File: config.mk
export PLATFORM = sky130hd
export DESIGN_NAME = ex_stage_flat
export DESIGN_NICKNAME = d
export VERILOG_FILES = /design/src/rtl/ex_stage_if.sv /design/src/rtl/ex_stage.sv /design/src/flat_wrapper.sv
export SDC_FILE = /design/constraint.sdc
export NUM_CORES = 1
export LEC_CHECK = 0
export CAP_MARGIN = 20
export CELL_PAD_IN_SITES_DETAIL_PLACEMENT = 1
export CELL_PAD_IN_SITES_GLOBAL_PLACEMENT = 1
export CORE_MARGIN = 2
export CORE_UTILIZATION = 27
export DETAILED_ROUTE_END_ITERATION = 12
export DONT_BUFFER_PORTS = 1
export HOLD_SLACK_MARGIN = 0.1
export MAX_ROUTING_LAYER = met4
export PLACE_DENSITY = 0.63
export SYNTH_ARGS = -nofsm -noshare
export SYNTH_HDL_FRONTEND = slang
export SYNTH_SLANG_ARGS = --single-unit
File: constraint.sdc
create_clock -name clk -period 4.95 [get_ports clk]
set_input_delay 0 -clock clk [delete_from_list [all_inputs] [get_ports clk]]
set_output_delay 0 -clock clk [all_outputs]
set_load 0.01 [all_outputs]
File: src/rtl/ex_stage_if.sv
// ex_stage_if: bundle of the signals the execute stage exchanges with the rest
// of the pipeline.
//   stall           : per-stage stop vector (bit2 = EX input reg, bit3 = MEM input reg)
//   id_to_ex_bus    : decoded instruction from ID
//   ex_to_mem_bus   : result bus to MEM, also the EX->ID forwarding source
//   data_sram_*     : data SRAM request (enable, byte write enables, address, store data)
//   ex_load_pending : EX holds a register-writing load
//   ex_load_waddr   : destination register of that load
// Modports: slave = execute stage view, master = pipeline/environment view.
interface ex_stage_if #(
  parameter int ID_TO_EX_WD  = 159,
  parameter int EX_TO_MEM_WD = 76,
  parameter int STALL_WD     = 6
);
  logic [STALL_WD-1:0]     stall;
  logic [ID_TO_EX_WD-1:0]  id_to_ex_bus;
  logic [EX_TO_MEM_WD-1:0] ex_to_mem_bus;
  logic                    data_sram_en;
  logic [3:0]              data_sram_wen;
  logic [31:0]             data_sram_addr;
  logic [31:0]             data_sram_wdata;
  logic                    ex_load_pending;
  logic [4:0]              ex_load_waddr;

  modport slave (
    input  stall, id_to_ex_bus,
    output ex_to_mem_bus, data_sram_en, data_sram_wen, data_sram_addr,
           data_sram_wdata, ex_load_pending, ex_load_waddr
  );

  modport master (
    output stall, id_to_ex_bus,
    input  ex_to_mem_bus, data_sram_en, data_sram_wen, data_sram_addr,
           data_sram_wdata, ex_load_pending, ex_load_waddr
  );
endinterface

File: src/rtl/ex_stage.sv
// ex_stage: execute stage of the 5-stage MIPS pipeline.
// Captures id_to_ex_bus into an input register under stall control, selects
// the ALU operands, evaluates the one-hot 12-op ALU and drives the data SRAM
// request, ex_to_mem_bus and the load-use hazard export back to ID.
// Ports:
//   clk   : clock
//   rst   : synchronous active-high reset
//   ex_if : ex_stage_if.slave (stall, id_to_ex_bus in; ex_to_mem_bus,
//           data_sram_*, ex_load_pending, ex_load_waddr out)
module ex_stage #(
  parameter int ID_TO_EX_WD  = 159,
  parameter int EX_TO_MEM_WD = 76,
  parameter int STALL_WD     = 6
) (
  input  logic        clk,
  input  logic        rst,
  ex_stage_if.slave   ex_if
);

  logic [ID_TO_EX_WD-1:0] id_to_ex_bus_r;

  // Decoded fields of the input register
  logic [31:0] pc_s;
  logic [31:0] inst_s;
  logic [11:0] alu_op_s;
  logic [2:0]  sel_src1_s;
  logic [3:0]  sel_src2_s;
  logic        data_ram_en_s;
  logic [3:0]  data_ram_wen_s;
  logic        rf_we_s;
  logic [4:0]  rf_waddr_s;
  logic        sel_rf_res_s;
  logic [31:0] data1_s;
  logic [31:0] data2_s;

  logic [31:0] src1_s;
  logic [31:0] src2_s;
  logic [31:0] ex_result_s;
  logic        rf_we_out_s;

  // Input register: reset, then bubble (EX stopped while MEM runs), then capture, else hold
  always_ff @(posedge clk) begin
    if (rst) begin
      id_to_ex_bus_r <= {ID_TO_EX_WD{1'b0}};
    end else if (ex_if.stall[2] && !ex_if.stall[3]) begin
      id_to_ex_bus_r <= {ID_TO_EX_WD{1'b0}};
    end else if (!ex_if.stall[2]) begin
      id_to_ex_bus_r <= ex_if.id_to_ex_bus;
    end else begin
      id_to_ex_bus_r <= id_to_ex_bus_r;
    end
  end

  assign {pc_s, inst_s, alu_op_s, sel_src1_s, sel_src2_s, data_ram_en_s,
          data_ram_wen_s, rf_we_s, rf_waddr_s, sel_rf_res_s, data1_s,
          data2_s} = id_to_ex_bus_r;

  // Operand selects are one-hot; AND-OR form yields 0 when no select bit is set.
  assign src1_s = ({32{sel_src1_s[0]}} & data1_s)
                | ({32{sel_src1_s[1]}} & pc_s)
                | ({32{sel_src1_s[2]}} & {27'd0, inst_s[10:6]});

  assign src2_s = ({32{sel_src2_s[0]}} & data2_s)
                | ({32{sel_src2_s[1]}} & {{16{inst_s[15]}}, inst_s[15:0]})
                | ({32{sel_src2_s[2]}} & 32'd8)
                | ({32{sel_src2_s[3]}} & {16'd0, inst_s[15:0]});

  // One-hot ALU: each op result gated by its alu_op bit, then ORed together
  always_comb begin
    logic [31:0] add_s;
    logic [31:0] sub_s;
    logic [31:0] slt_s;
    logic [31:0] sltu_s;
    logic [31:0] sll_s;
    logic [31:0] srl_s;
    logic [31:0] sra_s;
    logic [31:0] lui_s;
    add_s  = src1_s + src2_s;
    sub_s  = src1_s - src2_s;
    slt_s  = {31'd0, ($signed(src1_s) < $signed(src2_s))};
    sltu_s = {31'd0, (src1_s < src2_s)};
    sll_s  = src2_s << src1_s[4:0];
    srl_s  = src2_s >> src1_s[4:0];
    sra_s  = $unsigned($signed(src2_s) >>> src1_s[4:0]);
    lui_s  = {src2_s[15:0], 16'd0};
    ex_result_s = ({32{alu_op_s[11]}} & add_s)
                | ({32{alu_op_s[10]}} & sub_s)
                | ({32{alu_op_s[9]}}  & slt_s)
                | ({32{alu_op_s[8]}}  & sltu_s)
                | ({32{alu_op_s[7]}}  & (src1_s & src2_s))
                | ({32{alu_op_s[6]}}  & ~(src1_s | src2_s))
                | ({32{alu_op_s[5]}}  & (src1_s | src2_s))
                | ({32{alu_op_s[4]}}  & (src1_s ^ src2_s))
                | ({32{alu_op_s[3]}}  & sll_s)
                | ({32{alu_op_s[2]}}  & srl_s)
                | ({32{alu_op_s[1]}}  & sra_s)
                | ({32{alu_op_s[0]}}  & lui_s);
  end

  // $0 is never written, so it must never look like a forwarding source either.
  assign rf_we_out_s = rf_we_s & (rf_waddr_s != 5'd0);

  // rf_we/rf_waddr/ex_result occupy [37], [36:32], [31:0]; ID forwarding relies on this.
  assign ex_if.ex_to_mem_bus = {pc_s, data_ram_en_s, data_ram_wen_s,
                                sel_rf_res_s, rf_we_out_s, rf_waddr_s,
                                ex_result_s};

  assign ex_if.data_sram_en    = data_ram_en_s;
  assign ex_if.data_sram_wen   = data_ram_en_s ? data_ram_wen_s : 4'd0;
  assign ex_if.data_sram_addr  = ex_result_s;
  assign ex_if.data_sram_wdata = data2_s;

  assign ex_if.ex_load_pending = sel_rf_res_s & rf_we_out_s;
  assign ex_if.ex_load_waddr   = rf_waddr_s;

  // Instruction bits and stall bits this stage does not look at
  logic unused_bits_s;
  assign unused_bits_s = ^{inst_s[31:16], ex_if.stall[STALL_WD-1:4],
                           ex_if.stall[1:0]};

endmodule

File: src/flat_wrapper.sv
// flat-port wrapper written by rule: the top's interface ports become plain ports
module ex_stage_flat 
#(
  parameter int ID_TO_EX_WD  = 159,
  parameter int EX_TO_MEM_WD = 76,
  parameter int STALL_WD     = 6
)
  (clk, rst, ex_if_stall, ex_if_id_to_ex_bus, ex_if_ex_to_mem_bus, ex_if_data_sram_en, ex_if_data_sram_wen, ex_if_data_sram_addr, ex_if_data_sram_wdata, ex_if_ex_load_pending, ex_if_ex_load_waddr);
  ex_stage_if #(.ID_TO_EX_WD(ID_TO_EX_WD), .EX_TO_MEM_WD(EX_TO_MEM_WD), .STALL_WD(STALL_WD)) ex_if_i ();
  input  logic clk;
  input  logic rst;
  input wire logic [$bits(ex_if_i.stall)-1:0] ex_if_stall;
  input wire logic [$bits(ex_if_i.id_to_ex_bus)-1:0] ex_if_id_to_ex_bus;
  output wire logic [$bits(ex_if_i.ex_to_mem_bus)-1:0] ex_if_ex_to_mem_bus;
  output wire logic [$bits(ex_if_i.data_sram_en)-1:0] ex_if_data_sram_en;
  output wire logic [$bits(ex_if_i.data_sram_wen)-1:0] ex_if_data_sram_wen;
  output wire logic [$bits(ex_if_i.data_sram_addr)-1:0] ex_if_data_sram_addr;
  output wire logic [$bits(ex_if_i.data_sram_wdata)-1:0] ex_if_data_sram_wdata;
  output wire logic [$bits(ex_if_i.ex_load_pending)-1:0] ex_if_ex_load_pending;
  output wire logic [$bits(ex_if_i.ex_load_waddr)-1:0] ex_if_ex_load_waddr;
  assign ex_if_i.stall = ex_if_stall;
  assign ex_if_i.id_to_ex_bus = ex_if_id_to_ex_bus;
  assign ex_if_ex_to_mem_bus = ex_if_i.ex_to_mem_bus;
  assign ex_if_data_sram_en = ex_if_i.data_sram_en;
  assign ex_if_data_sram_wen = ex_if_i.data_sram_wen;
  assign ex_if_data_sram_addr = ex_if_i.data_sram_addr;
  assign ex_if_data_sram_wdata = ex_if_i.data_sram_wdata;
  assign ex_if_ex_load_pending = ex_if_i.ex_load_pending;
  assign ex_if_ex_load_waddr = ex_if_i.ex_load_waddr;
  ex_stage #(.ID_TO_EX_WD(ID_TO_EX_WD), .EX_TO_MEM_WD(EX_TO_MEM_WD), .STALL_WD(STALL_WD)) u_core (.clk(clk), .rst(rst), .ex_if(ex_if_i));
endmodule
==> impl_metrics.tcl, run 1 <==
set metrics [dict create \
    outcome "completed" \
    yosysWarnings 0 \
    seq_area_um2 2870 \
    max_stage_delay_ps 680 \
    pre_cts_ws_ps 254 \
    grt_pass1_wl_um 119000 \
    gr-total-overflow 0 \
    synth-main-ff-cell "dfxtp_1" \
    syn_nets 2343 \
    yosysUniqueCellTypes 80 \
    wl_per_cell_um 27.5 \
    clkLatencyLatePin_ps 480 \
    finClkSkew_ps 0 \
    n_fill_cell 6759 \
    async_flop_share 0 \
    yosys-top-cells-area "dfxtp_1 18%, mux2i_1 15%, ha_1 7.6%, nor2_1 6.2%, buf_4 5.5%" \
    cts_root_buf "clkbuf_16" \
    totalWireLength_um 81900 \
    maxCapViolCount 0 \
    vias 17000 \
    dp_hpwl_um 58700 \
    path_cells "a222oi_1 -> buf_4 -> mux2_2 -> a21oi_1 -> a211oi_1 -> a211oi_1 -> nor3_1 -> a2111oi_2 -> o2111ai_1 -> buf_4" \
    start_util 0.271 \
    hold_viol_final 0 \
    yosysSeqAreaShare 0.184 \
    leakage_nw 7.83 \
    track_usage 0.275 \
    max_slew_margin 0.263 \
    die_w_um 244 \
    clock_path_buffers 2 \
    ys_seq_elements 143 \
    fin_cells 2975 \
    synth_top_area_frac 0.184 \
    viasPerCell 5.71 \
    synth_area_um2 15600 \
    ant_nets 0 \
    multi_input_area_um2 10900 \
    synth_most_common_cell "nor2_1" \
    critPathCaptureType "output pin" \
    drive_gt1_frac 0.0884 \
    ir_drop_mv 0.264 \
    cts_max_level 4 \
    fin_util 0.337 \
    port_buffers 0 \
    finalSetupTns_ps 0 \
    path_buf_inv 2 \
    syn_inst 2079 \
    powerDensity_nw_per_um2 215 \
    rsz0062_at_grt "true" \
    dp_cells 2647 \
    finalCritPeriodShare 0.995 \
    largest_register "u_core.id_to_ex_bus_r" \
    fp.dieArea_um2 59600 \
    antenna_found_initial 5 \
    max_freq_ghz 0.203 \
    cts_buffers 17 \
    hold_class "input port to register" \
    synth_area_per_cell_um2 7.49 \
    worst-setup-path-type "register to output pin" \
    dr.pass1.iters 6 \
    gp_congestion 0.982 \
    grt_max_degree 145 \
    die_y_um 244 \
    start_kind "register" \
    crit_family "compound AO/OA/AOI/OAI gates" \
    area_growth_pct 24.1 \
    drt-initial-drc-count 1286 \
    cp.arrival_ps 4930 \
    cts.clk_slew.worst_paths_ps 70 \
    drc 0 \
    crit_fanout 55 \
    ios 318 \
    setup_viol 0 \
    finalCriticalPeriod_ps 4930 \
    worst_pin_slew_ps 1100 \
    top_regs "u_core.id_to_ex_bus_r: 143 flops" \
    numClockSinks 143 \
    totalPowerFinal_mw 4.16 \
    worstPathRequired_ps 4950 \
    setup_ws_ps 22.6 \
    coreArea_um2 57400 \
    finalMaxSlewViolations 0 \
    synth.largest_area_cell "dfxtp_1" \
    floorplan.rows 88 \
    grt_pass1_vias 17500 \
    nets 2457 \
    synth_commonest_cells "259 x nor2_1, 232 x mux2i_1, 166 x nand2_1, 143 x dfxtp_1, 121 x clkbuf_1" \
    tritoncts "done" \
    largest_reg_flops 143 \
    synth_edf_count 0 \
    cpMaxStageDelayCell "a222oi_1" \
]
-- stage by stage --
step	hold WS, ps	area, um2
floorplan	144	15600
detailed placement	155	15700
global route	197	19300
CTS	136	19200
global placement	146	15700
finish	162	19300
-- repair_timing --
item	CTS	global route
pin swaps	2	9
setup buffers	1	5
hold buffers	286	0
setup endpoints to repair	16	34
hold endpoints to repair	143	0
gates resized for setup	6	17
-- cells by family after synthesis --
kind of cell               after synthesis  synth area share
AOI/OAI and AO/OA                      573             0.254
and+or+nand+nor                        570             0.158
buffers and inverters                  377             0.120
muxes                                  274             0.180
DFF                                    143             0.184
adders and majority gates               97            0.0789
xor gates and xnor gates                45            0.0253
-- layout by cell type, fill, tap and decap left out, drive strengths merged, types with 16 or more instances in the layout --
cell type | synthesis | layout
a211oi | 28 | 28
buf | 151 | 81
a31oi | 17 | 17
inv | 104 | 112
a22oi | 31 | 31
nand2 | 166 | 166
nor3 | 25 | 25
nor2 | 259 | 259
nand3 | 39 | 39
a221oi | 42 | 42
o211ai | 30 | 30
dlygate4sd3 | 0 | 286
a22o | 39 | 39
o21ai | 133 | 133
o21bai | 16 | 16
ha | 95 | 95
clkbuf | 121 | 18
a21oi | 106 | 106
xnor2 | 37 | 37
mux2 | 42 | 42
mux2i | 232 | 232
dfxtp | 143 | 143
o22ai | 16 | 16
-- worst paths after layout --
kind	startpoint	to	slack [ps]	cells past startpoint
worst max-delay path	u_core.id_to_ex_bus_r[80]$_SDFFE_PP0N_	ex_if_data_sram_addr[24]	20	10
worst min-delay path	rst	u_core.id_to_ex_bus_r[41]$_SDFFE_PP0N_	160	2
worst max register to register	u_core.id_to_ex_bus_r[90]$_SDFFE_PP0N_	u_core.id_to_ex_bus_r[90]$_SDFFE_PP0N_	3050	3
worst min register to register	u_core.id_to_ex_bus_r[55]$_SDFFE_PP0N_	u_core.id_to_ex_bus_r[55]$_SDFFE_PP0N_	1050	3
-- metal layers --
layer | part of all wire | up-vias | GRT usage
met1 | 0.42 | 8560 | 0.332
met2 | 0.47 | 665 | 0.447
li1 | - | 7598 | -
met3 | 0.048 | 173 | 0.0352
met5 | 0 | - | -
met4 | 0.060 | 0 | 0.144
-- where the power goes --
group          switching [mW]  leakage [nW]  internal (mW)
Sequential              0.111          1.18           1.21
Combinational           0.821          6.35          0.637
Clock                   0.608         0.297          0.772
-- cell type report --
cell class,instances,area share
antenna,4,0.000518
clock buffer,18,0.0227
clock inverter,14,0.00874
inverter,105,0.0204
multi-input combinational,1559,0.567
sequential,143,0.149
tap,765,0.0495
timing repair buffer,367,0.183
Power figures use the tool's default switching activity.
==> inputs of run 2 (changes only) <==
--- a/config.mk
+++ b/config.mk
@@ -15,6 +15,8 @@
 export HOLD_SLACK_MARGIN = 0.1
 export MAX_ROUTING_LAYER = met4
 export PLACE_DENSITY = 0.63
+export SETUP_SLACK_MARGIN = 0.3
 export SYNTH_ARGS = -nofsm -noshare
 export SYNTH_HDL_FRONTEND = slang
 export SYNTH_SLANG_ARGS = --single-unit
+export TNS_END_PERCENT = 50
==> run 2 against run 1 <==
Sequential share of layout area is 0.15 points lower; utilization is 0.40 points higher; routed wire length is 0.18% higher; fmax is 7.3% higher; global-route usage is 0.094 points higher; critical path depth is 4 higher; total power is 0.79% higher; non-clock buffer count is 8 higher; critical endpoint is now ex_if_data_sram_addr[10]; largest power group unchanged; highest routed layer unchanged.
==> impl_metrics.tcl, run 2 (synthesis results as in run 1) <==
set metrics [dict create \
    dp_hpwl_um 58700 \
    crit_fanout 6 \
    hold_class "input port to register" \
    viasPerCell 5.65 \
    ir_drop_mv 0.265 \
    worst_pin_slew_ps 1130 \
    ios 318 \
    rsz0062_at_grt "true" \
    largest_register "u_core.id_to_ex_bus_r" \
    track_usage 0.276 \
    critPathCaptureType "output pin" \
    fin_cells 2982 \
    finalMaxSlewViolations 0 \
    cp.arrival_ps 4590 \
    start_kind "register" \
    die_y_um 244 \
    leakage_nw 7.88 \
    hold_viol_final 0 \
    worst-setup-path-type "register to output pin" \
    clkLatencyLatePin_ps 480 \
    max_freq_ghz 0.218 \
    max_slew_margin 0.246 \
    finClkSkew_ps 0 \
    drive_gt1_frac 0.101 \
    largest_reg_flops 143 \
    n_fill_cell 6739 \
    grt_max_degree 145 \
    layout_commonest_cell "dlygate4sd3_1" \
    gr-total-overflow 0 \
    finalCriticalPeriod_ps 4590 \
    coreArea_um2 57400 \
    die_w_um 244 \
    worstPathRequired_ps 4950 \
    powerDensity_nw_per_um2 214 \
    clock_path_buffers 2 \
    finalSetupTns_ps 0 \
    port_buffers 0 \
    drc 0 \
    finalCritPeriodShare 0.928 \
    floorplan.rows 88 \
    top_regs "u_core.id_to_ex_bus_r: 143 flops" \
    cts_buffers 17 \
    grt_pass1_wl_um 119000 \
    vias 16900 \
    antenna_found_initial 4 \
    cts.clk_slew.worst_paths_ps 70 \
    area_growth_pct 25.6 \
    grt_pass1_vias 17500 \
    outcome "completed" \
    gp_congestion 0.982 \
    setup_viol 0 \
    fp.dieArea_um2 59600 \
    dp_cells 2647 \
    maxCapViolCount 0 \
    drt-initial-drc-count 1370 \
    mostFrequentLayoutCells "286 x dlygate4sd3_1, 259 x nor2_1, 232 x mux2i_1" \
    wl_per_cell_um 27.5 \
    numClockSinks 143 \
    tritoncts "done" \
    dr.pass1.iters 5 \
    ant_nets 0 \
    nets 2465 \
    cts_max_level 4 \
    totalWireLength_um 82000 \
    start_util 0.271 \
    cts_root_buf "clkbuf_16" \
]
-- run 2: cell count changes in the layout (fill, tap and decap cells not counted), sizes merged --
cell      change
clkinvlp      +1
clkinv        -1
buf           +7
bufbuf        +1
diode         -1
-- run 2: area by class of cell --
| class | instances | area [um2] | share of cell area |
|---|---|---|---|
| multi-input cells | 1559 | 11100 | 0.567 |
| repair buffers | 375 | 3630 | 0.186 |
| flip-flops and latches | 143 | 2870 | 0.147 |
| well taps | 765 | 957 | 0.0490 |
| clock buffers | 18 | 439 | 0.0225 |
| inverters | 105 | 398 | 0.0204 |
| clock inverters | 14 | 169 | 0.00864 |
| diodes | 3 | 7.51 | 0.000384 |
-- run 2: where the power goes --
part / switching, mW / internal (mW) / leakage (nW)
combinational: 0.831 / 0.658 / 6.41
clock: 0.611 / 0.772 / 0.297
sequential: 0.109 / 1.21 / 1.18
-- run 2: routing by layer --
layer	routed length [um]	share of wire	vias up	global-route usage
met5	0	0	-	-
met4	4770	0.058	0	0.144
met3	3970	0.048	154	0.0363
met2	38900	0.47	611	0.449
met1	34400	0.42	8478	0.333
li1	-	-	7612	-
-- run 2: timing repair --
action                                 in CTS  in global routing
setup endpoints to repair                  40                 40
hold buffers                              286                  0
endpoints found under the hold margin     143                  0
setup buffers                               5                  9
resized for setup                          32                 30
pin swaps                                  10                 17
gates cloned                                0                  0
-- run 2: critical path, stage by stage, from the launching register on --
cell,delay [ps]
dfxtp_1,470
a222oi_1,160
buf_4,180
inv_1,70
ha_1,260
inv_1,90
fa_1,460
nor2b_1,180
o2111ai_1,180
a311o_1,460
nor2b_1,200
xnor2_1,150
a221oi_1,680
o21ai_1,330
buf_4,250
-- run 2: per-stage QoR --
stage / hold WS, ps / setup slack (ps) / total power, mW / utilization / area (um2)
final: 176 / 358 / 4.19 / 0.341 / 19500
after global routing: 225 / 240 / 4.37 / 0.341 / 19500
after CTS: 136 / 247 / 4.14 / 0.337 / 19400
after detailed placement: 155 / 254 / 2.51 / 0.274 / 15700
after global placement: 146 / 299 / 2.49 / 0.274 / 15700
after floorplan: 144 / 468 / 2.18 / - / 15600
-- run 2: final timing paths --
kind / endpoint / startpoint / cells past startpoint / slack [ps]
worst max-delay path: ex_if_data_sram_addr[10] / u_core.id_to_ex_bus_r[80]$_SDFFE_PP0N_ / 14 / 360
worst min-delay path: u_core.id_to_ex_bus_r[41]$_SDFFE_PP0N_ / rst / 2 / 180
worst max register to register: u_core.id_to_ex_bus_r[90]$_SDFFE_PP0N_ / u_core.id_to_ex_bus_r[90]$_SDFFE_PP0N_ / 3 / 3050
worst min register to register: u_core.id_to_ex_bus_r[55]$_SDFFE_PP0N_ / u_core.id_to_ex_bus_r[55]$_SDFFE_PP0N_ / 3 / 1050
==> inputs of run 3 (changes only) <==
==> constraint.sdc (replaced) <==
create_clock -name clk -period 4.95 [get_ports clk]
set_input_delay 0 -clock clk [delete_from_list [all_inputs] [get_ports clk]]
set_output_delay 0 -clock clk [all_outputs]
set_load 0.1 [all_outputs]
==> run 3 against run 2 <==
Sequential power is essentially flat; sequential share of layout area fell by 1.1 points; largest power group unchanged; utilization up 2.9 points; critical path type unchanged; design area rose by 8.4%; combinational power rose by 81%; register-to-register slack lost 160 ps; flip-flop and latch count unchanged; non-clock buffer count increased by 98; highest routed layer unchanged; routed wire length rose by 4.7%; first-iteration DRC count is 4.5% higher.
==> impl_metrics.tcl, run 3 (synthesis results as in run 1) <==
set metrics [dict create \
    outcome "completed" \
    grt_max_degree 145 \
    clkLatencyLatePin_ps 480 \
    dp_hpwl_um 61300 \
    tritoncts "done" \
    rsz0062_at_grt "true" \
    drc 0 \
    start_util 0.271 \
    top_regs "u_core.id_to_ex_bus_r: 143 flops" \
    antenna_found_initial 1 \
    gr-total-overflow 0 \
    finClkSkew_ps 0 \
    dp_cells 2739 \
    hold_viol_final 0 \
    start_kind "register" \
    finalSetupTns_ps 0 \
    drt-initial-drc-count 1432 \
    worst_pin_slew_ps 1120 \
    sw_frac_of_total 0.456 \
    floorplan.rows 88 \
    track_usage 0.289 \
    grt_pass1_wl_um 125000 \
    powerDensity_nw_per_um2 252 \
    dr.pass1.iters 5 \
    nets 2563 \
    crit_family "compound AO/OA/AOI/OAI gates" \
    cts_max_level 4 \
    ir_drop_mv 0.338 \
    path_buf_inv 2 \
    leakage_nw 8.64 \
    power_switching_mw 2.44 \
    multi_input_area_um2 11400 \
    fin_cells 3077 \
    finalMaxSlewViolations 0 \
    path_cells "a22oi_1 -> nand2_2 -> buf_4 -> nor2_1 -> a222oi_1 -> a211oi_1 -> a211o_1 -> a221o_2 -> buf_12" \
    p_int_mw 2.91 \
    fp.dieArea_um2 59600 \
    max_stage_delay_ps 950 \
    clock_path_buffers 2 \
    fin_util 0.370 \
    finalCriticalPeriod_ps 4610 \
    area_growth_pct 36.2 \
    max_freq_ghz 0.217 \
    largest_register "u_core.id_to_ex_bus_r" \
    seq_area_um2 2890 \
    max_slew_margin 0.251 \
    n_fill_cell 6721 \
    pwr-share-clk 0.252 \
    critPathCaptureType "output pin" \
    mostFrequentLayoutCells "286 x dlygate4sd3_1, 257 x nor2_1, 230 x mux2i_1" \
    drive_gt1_frac 0.163 \
    totalWireLength_um 85900 \
    port_buffers 0 \
    layout_commonest_cell "dlygate4sd3_1" \
    die_y_um 244 \
    cts.clk_slew.worst_paths_ps 70 \
    finalCritPeriodShare 0.932 \
    viasPerCell 5.63 \
    pwr-share-comb 0.504 \
    setup_ws_ps 338 \
    sequentialPowerShare 0.244 \
    gp_congestion 0.999 \
    ios 318 \
    cts_buffers 17 \
    vias 17300 \
    maxCapViolCount 0 \
    numClockSinks 143 \
    die_w_um 244 \
    grt_pass1_vias 18000 \
    coreArea_um2 57400 \
    setup_viol 0 \
    worst-setup-path-type "register to output pin" \
    hold_class "input port to register" \
    largest_reg_flops 143 \
    crit_fanout 59 \
    cpMaxStageDelayCell "nor2_1" \
    pre_cts_ws_ps 327 \
    cts_root_buf "clkbuf_16" \
    wl_per_cell_um 27.9 \
    ant_nets 0 \
    cp.arrival_ps 4610 \
    worstPathRequired_ps 4950 \
]
run 3: timing repair:
| item | in CTS | in global routing |
|---|---|---|
| hold endpoints to repair | 143 | 0 |
| hold buffers | 286 | 0 |
| gates cloned | 0 | 0 |
| gates resized for setup | 19 | 51 |
| buffers inserted | 9 | 11 |
| pin swaps | 9 | 11 |
| setup endpoints to repair | 33 | 44 |
run 3: path summary, 6_finish.rpt:
kind	start	end	slack, ps	depth (start not counted)
setup / recovery	u_core.id_to_ex_bus_r[102]$_SDFFE_PP0N_	ex_if_data_sram_addr[20]	340	9
hold / removal	rst	u_core.id_to_ex_bus_r[137]$_SDFFE_PP0N_	150	2
setup reg to reg	u_core.id_to_ex_bus_r[75]$_SDFFE_PP0N_	u_core.id_to_ex_bus_r[75]$_SDFFE_PP0N_	2890	3
hold reg to reg	u_core.id_to_ex_bus_r[70]$_SDFFE_PP0N_	u_core.id_to_ex_bus_r[70]$_SDFFE_PP0N_	1060	3
run 3: per-stage QoR:
stage | power [mW] | hold WS, ps | instance area, um2
global route | 5.52 | 190 | 21200
detailed placement | 3.66 | 155 | 17300
CTS | 5.27 | 137 | 20900
global placement | 3.64 | 146 | 17300
floorplan | 3.05 | 144 | 15900
finish | 5.35 | 152 | 21200
run 3: worst register-to-register path, stage by stage (launching register included):
cell and delay [ps]:
dfxtp_2 1070, mux2i_1 200, dlygate4sd3_1 640, nor2_1 90
run 3: per-layer routing:
layer | vias to the layer above | global-route usage | wire, um
met5 | - | - | 0
met4 | 0 | 0.155 | 4940
met3 | 168 | 0.0376 | 3760
met2 | 644 | 0.470 | 40600
li1 | 7810 | - | -
met1 | 8691 | 0.348 | 36500
run 3: area by class of cell:
type	instances	area share
clock buffer	20	0.0215
sequential	143	0.136
timing repair buffer	473	0.233
tap	765	0.0452
inverter	105	0.0187
antenna	1	0.000118
multi-input combinational	1559	0.539
clock inverter	11	0.00632
run 3: power groups by stage:
stage	clock (mW)	combinational, mW	sequential [mW]
CTS	1.38	2.60	1.30
global route	1.42	2.79	1.31
finish	1.35	2.70	1.31
detailed placement	0	2.33	1.32
global placement	0	2.32	1.32
floorplan	0	1.78	1.27
